==> config.mk <==
export PLATFORM = sky130hd
export DESIGN_NAME = sum_requester
export DESIGN_NICKNAME = d
export VERILOG_FILES = /design/src/rtl/sum_requester.sv
export SDC_FILE = /design/constraint.sdc
export NUM_CORES = 1
export LEC_CHECK = 0
export CORE_MARGIN = 8
export CORE_UTILIZATION = 30
export DETAILED_ROUTE_END_ITERATION = 16
export SETUP_SLACK_MARGIN = 0.02
export SYNTH_ARGS = -nofsm -noshare
export SYNTH_HDL_FRONTEND = slang
export SYNTH_SLANG_ARGS = --single-unit
export TNS_END_PERCENT = 5
==> constraint.sdc <==
create_clock -name clk -period 4.8 [get_ports clk]
set_input_delay 0.96 -clock clk [delete_from_list [all_inputs] [get_ports clk]]
set_output_delay 0.96 -clock clk [all_outputs]
set_load 0.02 [all_outputs]
==> src/rtl/sum_requester.sv <==
//============================================================================
// Module   : sum_requester
// Purpose  : Host side of the four-word summing device. Packs four 8-bit
//            words, pulses start, captures the 10-bit result and hands it
//            downstream. Optional macro SUM_CHECK_EN adds a local sum
//            cross-check (sum_mismatch output).
// Revision : 1.0 - initial release
//============================================================================
`default_nettype none

module sum_requester #(
    parameter int TIMEOUT_CYCLES = 16,
    parameter int TIMEOUT_WIDTH  = 5
) (
    input  logic        clk,
    input  logic        async_reset,
    input  logic [7:0]  in_data,
    input  logic        in_valid,
    output logic        in_ready,
    output logic [31:0] data_to_calculate,
    output logic        start_calculating,
    input  logic        valid_output,
    input  logic [9:0]  data_output,
    output logic [9:0]  res_data,
    output logic        res_valid,
    input  logic        res_ready,
    output logic        busy,
    output logic        timeout_error
`ifdef SUM_CHECK_EN
    ,
    output logic        sum_mismatch
`endif
);

    typedef enum logic [1:0] {
        S_COLLECT = 2'd0,
        S_START   = 2'd1,
        S_WAIT    = 2'd2,
        S_DELIVER = 2'd3
    } state_t;

    localparam logic [TIMEOUT_WIDTH-1:0] C_CNT_LAST = TIMEOUT_WIDTH'(TIMEOUT_CYCLES - 1);

    state_t                   state_q, state_d;
    logic [1:0]               idx_q, idx_d;
    logic [31:0]              data_q, data_d;
    logic [9:0]               res_q, res_d;
    logic [TIMEOUT_WIDTH-1:0] cnt_q, cnt_d;
    logic                     tmo_q, tmo_d;
`ifdef SUM_CHECK_EN
    logic [9:0]               sum_q, sum_d;
    logic                     mism_q, mism_d;
`endif

    always_comb begin
        state_d = state_q;
        idx_d   = idx_q;
        data_d  = data_q;
        res_d   = res_q;
        cnt_d   = cnt_q;
        tmo_d   = tmo_q;
`ifdef SUM_CHECK_EN
        sum_d   = sum_q;
        mism_d  = mism_q;
`endif
        case (state_q)
            S_COLLECT: begin
                if (in_valid) begin
                    data_d[{idx_q, 3'b000} +: 8] = in_data;
                    idx_d = idx_q + 2'd1;
                    if (idx_q == 2'd0) tmo_d = 1'b0;
                    if (idx_q == 2'd3) state_d = S_START;
                end
            end
            S_START: begin
                cnt_d   = '0;
                state_d = S_WAIT;
`ifdef SUM_CHECK_EN
                sum_d = {2'b00, data_q[7:0]}   + {2'b00, data_q[15:8]} +
                        {2'b00, data_q[23:16]} + {2'b00, data_q[31:24]};
`endif
            end
            S_WAIT: begin
                cnt_d = cnt_q + TIMEOUT_WIDTH'(1);
                // A result arriving on the timeout cycle still wins.
                if (valid_output) begin
                    res_d   = data_output;
                    state_d = S_DELIVER;
`ifdef SUM_CHECK_EN
                    mism_d  = (data_output != sum_q);
`endif
                end else if (cnt_q == C_CNT_LAST) begin
                    tmo_d   = 1'b1;
                    state_d = S_COLLECT;
                end
            end
            S_DELIVER: begin
                if (res_ready) state_d = S_COLLECT;
            end
            default: state_d = S_COLLECT;
        endcase
    end

    always_ff @(posedge clk or posedge async_reset) begin
        if (async_reset) begin
            state_q <= S_COLLECT;
            idx_q   <= 2'd0;
            data_q  <= 32'd0;
            res_q   <= 10'd0;
            cnt_q   <= '0;
            tmo_q   <= 1'b0;
`ifdef SUM_CHECK_EN
            sum_q   <= 10'd0;
            mism_q  <= 1'b0;
`endif
        end else begin
            state_q <= state_d;
            idx_q   <= idx_d;
            data_q  <= data_d;
            res_q   <= res_d;
            cnt_q   <= cnt_d;
            tmo_q   <= tmo_d;
`ifdef SUM_CHECK_EN
            sum_q   <= sum_d;
            mism_q  <= mism_d;
`endif
        end
    end

    // Handshake outputs are decoded from the state register only.
    assign in_ready          = (state_q == S_COLLECT);
    assign start_calculating = (state_q == S_START);
    assign res_valid         = (state_q == S_DELIVER);
    assign busy              = (state_q != S_COLLECT);
    assign data_to_calculate = data_q;
    assign res_data          = res_q;
    assign timeout_error     = tmo_q;
`ifdef SUM_CHECK_EN
    assign sum_mismatch      = mism_q;
`endif

endmodule

`default_nettype wire

==> out/metrics.csv <==
stage;metric;value;unit
outcome;status;finished, final reports clean;
sta;Final Cycle Share;0.617;
synth;Cells after Synth;161;
critical_path;cell family with most CP delay;buffers and inverters;
critical_path;CP Max Fanout;12;
power;Overall Power;0.00195;W
critical_path;Worst path depth;3;
synth;syn_nets;195;
cts;clock root buffer;clkbuf_8;
routing;1st-pass router iterations;4;
power;sw power;0.000760;W
critical_path;WS Path Type;register to primary output;
floorplanning;core area;7210;sq um
cts;H-tree levels;2;
power;Clk network pwr share;0.133;
sta;setup violators final;0;
routing;Via density;4.81;
global_route;initial antenna violation count;0;
critical_path;Critical Path Start Type;register;
place;pre-CTS WS;2.07;ns
power;Flop pwr share;0.362;
layout;fraction of layout cells with a size suffix above 1;0.115;
critical_path;buffers and inverters on the worst path;2;
power;Internal;0.00119;W
layout;synth-to-layout area growth;40.0;%
synth;Seq/Total Area, Yosys;0.585;
routing;DRC viols;0;
cts;CTS tree;built;
power;VDD IR-drop max;0.217;mV
sta;Least-Margin Pin Slew;1.06;ns
floorplanning;Initial Util;0.308;
floorplanning;height of the die;102;um
routing;starting DRC count in detailed routing;38;
synth;Seq cells post-synth;52;
cts;post-CTS setup buffers;0;
critical_path;CP max stage delay;0.71;ns
worst_hold_path;WHS Endpoint;data_to_calculate[14];
critical_path;critical-path cell list;inv_1 -> ha_1 -> clkdlybuf4s50_1;
cts;Clock Sinks;52;
worst_hold_path;worst min path class;register to register;
routing;DRT antenna net count;0;
sta;post-layout min period;2.96;ns
critical_path;worst r2r src;idx_q[0];
place;DP HPWL;4050;um
synth;Warnings, synthesis;0;
sta;unrepaired setup endpoints after global routing;false;
sta;f_max;338;MHz
run;max_cap viols;0;
global_route;number of global-route vias before repair;1676;
cts;Inserted Clock Buffers;5;
worst_hold_path;Hold Path Depth;1;
sta;final worst slack;1.84;ns
routing;WL final;5440;um
power;Comb pwr share;0.505;
layout;flip-flop and latch area;1300;sq um
global_route;gr usage total;0.106;
critical_path;CP required;3.84;ns
sta;Final Hold Fails;0;
global_route;GRT overflow;0;
layout;fillers;705;
floorplanning;I/O pin cnt;70;
power;PwrDens;627;nW/um^2
critical_path;R2R Path End;data_to_calculate[28];
synth;Netlist Area Pre-Place;2220;sq um
power;Switching Fraction;0.390;
cts;Post-CTS Resized;0;
place;I/O Buffers;69;
layout;multi-input combinational cell area;865;sq um
power;leakage power total;1.35;nW
sta;Slew Viols, Final;0;
routing;routed len/inst;16.3;um
cts;clk_lat worst skew;0.31;ns
sta;TNS Setup;0;ns
routing;routed vias;1605;
critical_path;Slowest cell on crit path;clkdlybuf4s50_1;
floorplanning;site row count;31;
floorplanning;Chip Width;102;um
floorplanning;Die Area;10400;sq um
synth;post-synthesis cell type count;34;
cts;hold buffer count at CTS;0;
cts;clk slew on worst S/H paths;0.10;ns
worst_hold_path;Hold Startpoint;data_to_calculate[14];
layout;nets;268;
sta;Slew headroom;0.292;
critical_path;r2r setup slk;2.69;ns
cts;clock buffer depth;2;
sta;skew final;0.00438;ns
synth;Syn Area/Cell;13.8;sq um
global_route;first-pass GRT wire length;8680;um
critical_path;Worst Path Arrival;2.00;ns
place;gpl congestion;0.731;
global_route;largest net degree at the start of global routing;53;
critical_path;Worst Reg-to-Reg Cells;5;
critical_path;Crit. End Element;primary output;
layout;Antenna Diode Count;0;
placed cells by master, fill, tap and decap left out, drive strengths merged:
cell type / count
o22ai: 2
dfrtp: 52
clkdlybuf4s50: 69
nor4: 2
xnor2: 1
o311ai: 1
clkbuf: 5
a21o: 1
ha: 11
o22a: 1
nor3b: 1
or3: 1
nand3b: 2
a21oi: 1
a31oi: 1
nor2b: 1
and2: 1
a22o: 32
nand3: 7
a211oi: 2
inv: 12
mux2i: 1
o21ai: 2
nand2b: 2
nand2: 7
o2bb2ai: 1
and3: 1
nor3: 1
nor4b: 1
mux2: 11
clkinvlp: 1
a221oi: 1
flip-flops by register name, indices dropped and copies added, names as in the netlist:
register           cells
cnt_q                  5
data_to_calculate     32
idx_q                  2
res_data              10
state_q                2
timeout_error          1
layer usage:
| metal | track usage | routed length (um) | up-vias |
|---|---|---|---|
| met1 | 0.124 | 2330 | 799 |
| met2 | 0.181 | 2600 | 50 |
| met3 | 0.0402 | 476 | 4 |
| li1 | - | - | 752 |
| met4 | 0.0237 | 29 | 0 |
| met5 | 0 | 0 | - |
kinds of logic (layout without fill, tap and decap cells):
group,count (synthesis),after routing,synth area share
xor gates and xnor gates,1,1,0.00394
adders and majority gates,11,11,0.0619
DFF,52,52,0.585
muxes,12,12,0.0602
AOI/OAI and AO/OA,45,45,0.167
buffers and inverters,13,87,0.0259
and+or+nand+nor,27,27,0.0957
metrics by stage:
step / util / std cells / cell area [sq um] / hold slack (ns)
2_1_floorplan: - / 161 / 2220 / 0.478
3_3_place_gp: 0.418 / 326 / 3020 / 0.487
3_5_place_dp: 0.418 / 326 / 3020 / 0.490
4_1_cts: 0.431 / 334 / 3110 / 0.517
5_1_grt: 0.431 / 334 / 3110 / 0.522
6_report: 0.431 / 334 / 3110 / 0.509
how the worst max path moves through the flow:
stage	from	to	slack, ns
floorplan	async_reset	cnt_q[0]	2.58
global placement	in_valid	data_to_calculate[27]	2.09
detailed placement	in_valid	data_to_calculate[27]	2.07
CTS	state_q[0]	in_ready	1.80
global route	state_q[0]	in_ready	1.70
finish	state_q[0]	in_ready	1.84
cells in the mapped netlist, drive strengths merged:
master / count / share of area
o311ai: 1 / 0.0039
a221oi: 1 / 0.0039
nor2b: 1 / 0.0028
nor3b: 1 / 0.0034
nand2b: 2 / 0.0056
o2bb2ai: 1 / 0.0039
a31oi: 1 / 0.0028
mux2: 11 / 0.056
ha: 11 / 0.062
a21oi: 1 / 0.0022
o22ai: 2 / 0.0056
o21ai: 2 / 0.0045
or3: 1 / 0.0028
nand3: 7 / 0.021
nor3: 1 / 0.0045
mux2i: 1 / 0.0045
dfrtp: 52 / 0.59
and3: 1 / 0.0028
xnor2: 1 / 0.0039
nor4b: 1 / 0.011
inv: 10 / 0.017
a211oi: 2 / 0.0068
and2: 1 / 0.0028
a21o: 1 / 0.0034
nand2: 7 / 0.013
nor4: 2 / 0.019
a22o: 32 / 0.13
buf: 3 / 0.0090
o22a: 1 / 0.0039
nand3b: 2 / 0.0068
cell type report:
type | count | area share
Clock buffer | 5 | 0.0221
Clock inverter | 3 | 0.00804
Inverter | 10 | 0.0121
Multi-Input combinational cell | 96 | 0.278
Sequential cell | 52 | 0.418
Tap cell | 99 | 0.0398
Timing Repair Buffer | 69 | 0.222
worst register-to-register path: cells and delay by family, from the launching register on:
kind | cells | cell delay [ns]
buf+inv | 1 | 0.13
fa+ha+maj | 1 | 0.40
simple gates | 2 | 0.70
compound gates | 1 | 0.23
flops | 1 | 0.58
power groups by stage:
| stage | Combinational [W] | Clock (W) | Sequential, W |
|---|---|---|---|
| after floorplan | 0.000396 | 0 | 0.000880 |
| after global placement | 0.000988 | 0 | 0.000715 |
| after detailed placement | 0.00100 | 0 | 0.000718 |
| after CTS | 0.00101 | 0.000272 | 0.000708 |
| after global routing | 0.00106 | 0.000288 | 0.000731 |
| final | 0.000985 | 0.000259 | 0.000706 |
(Power assumes the default switching activity.)
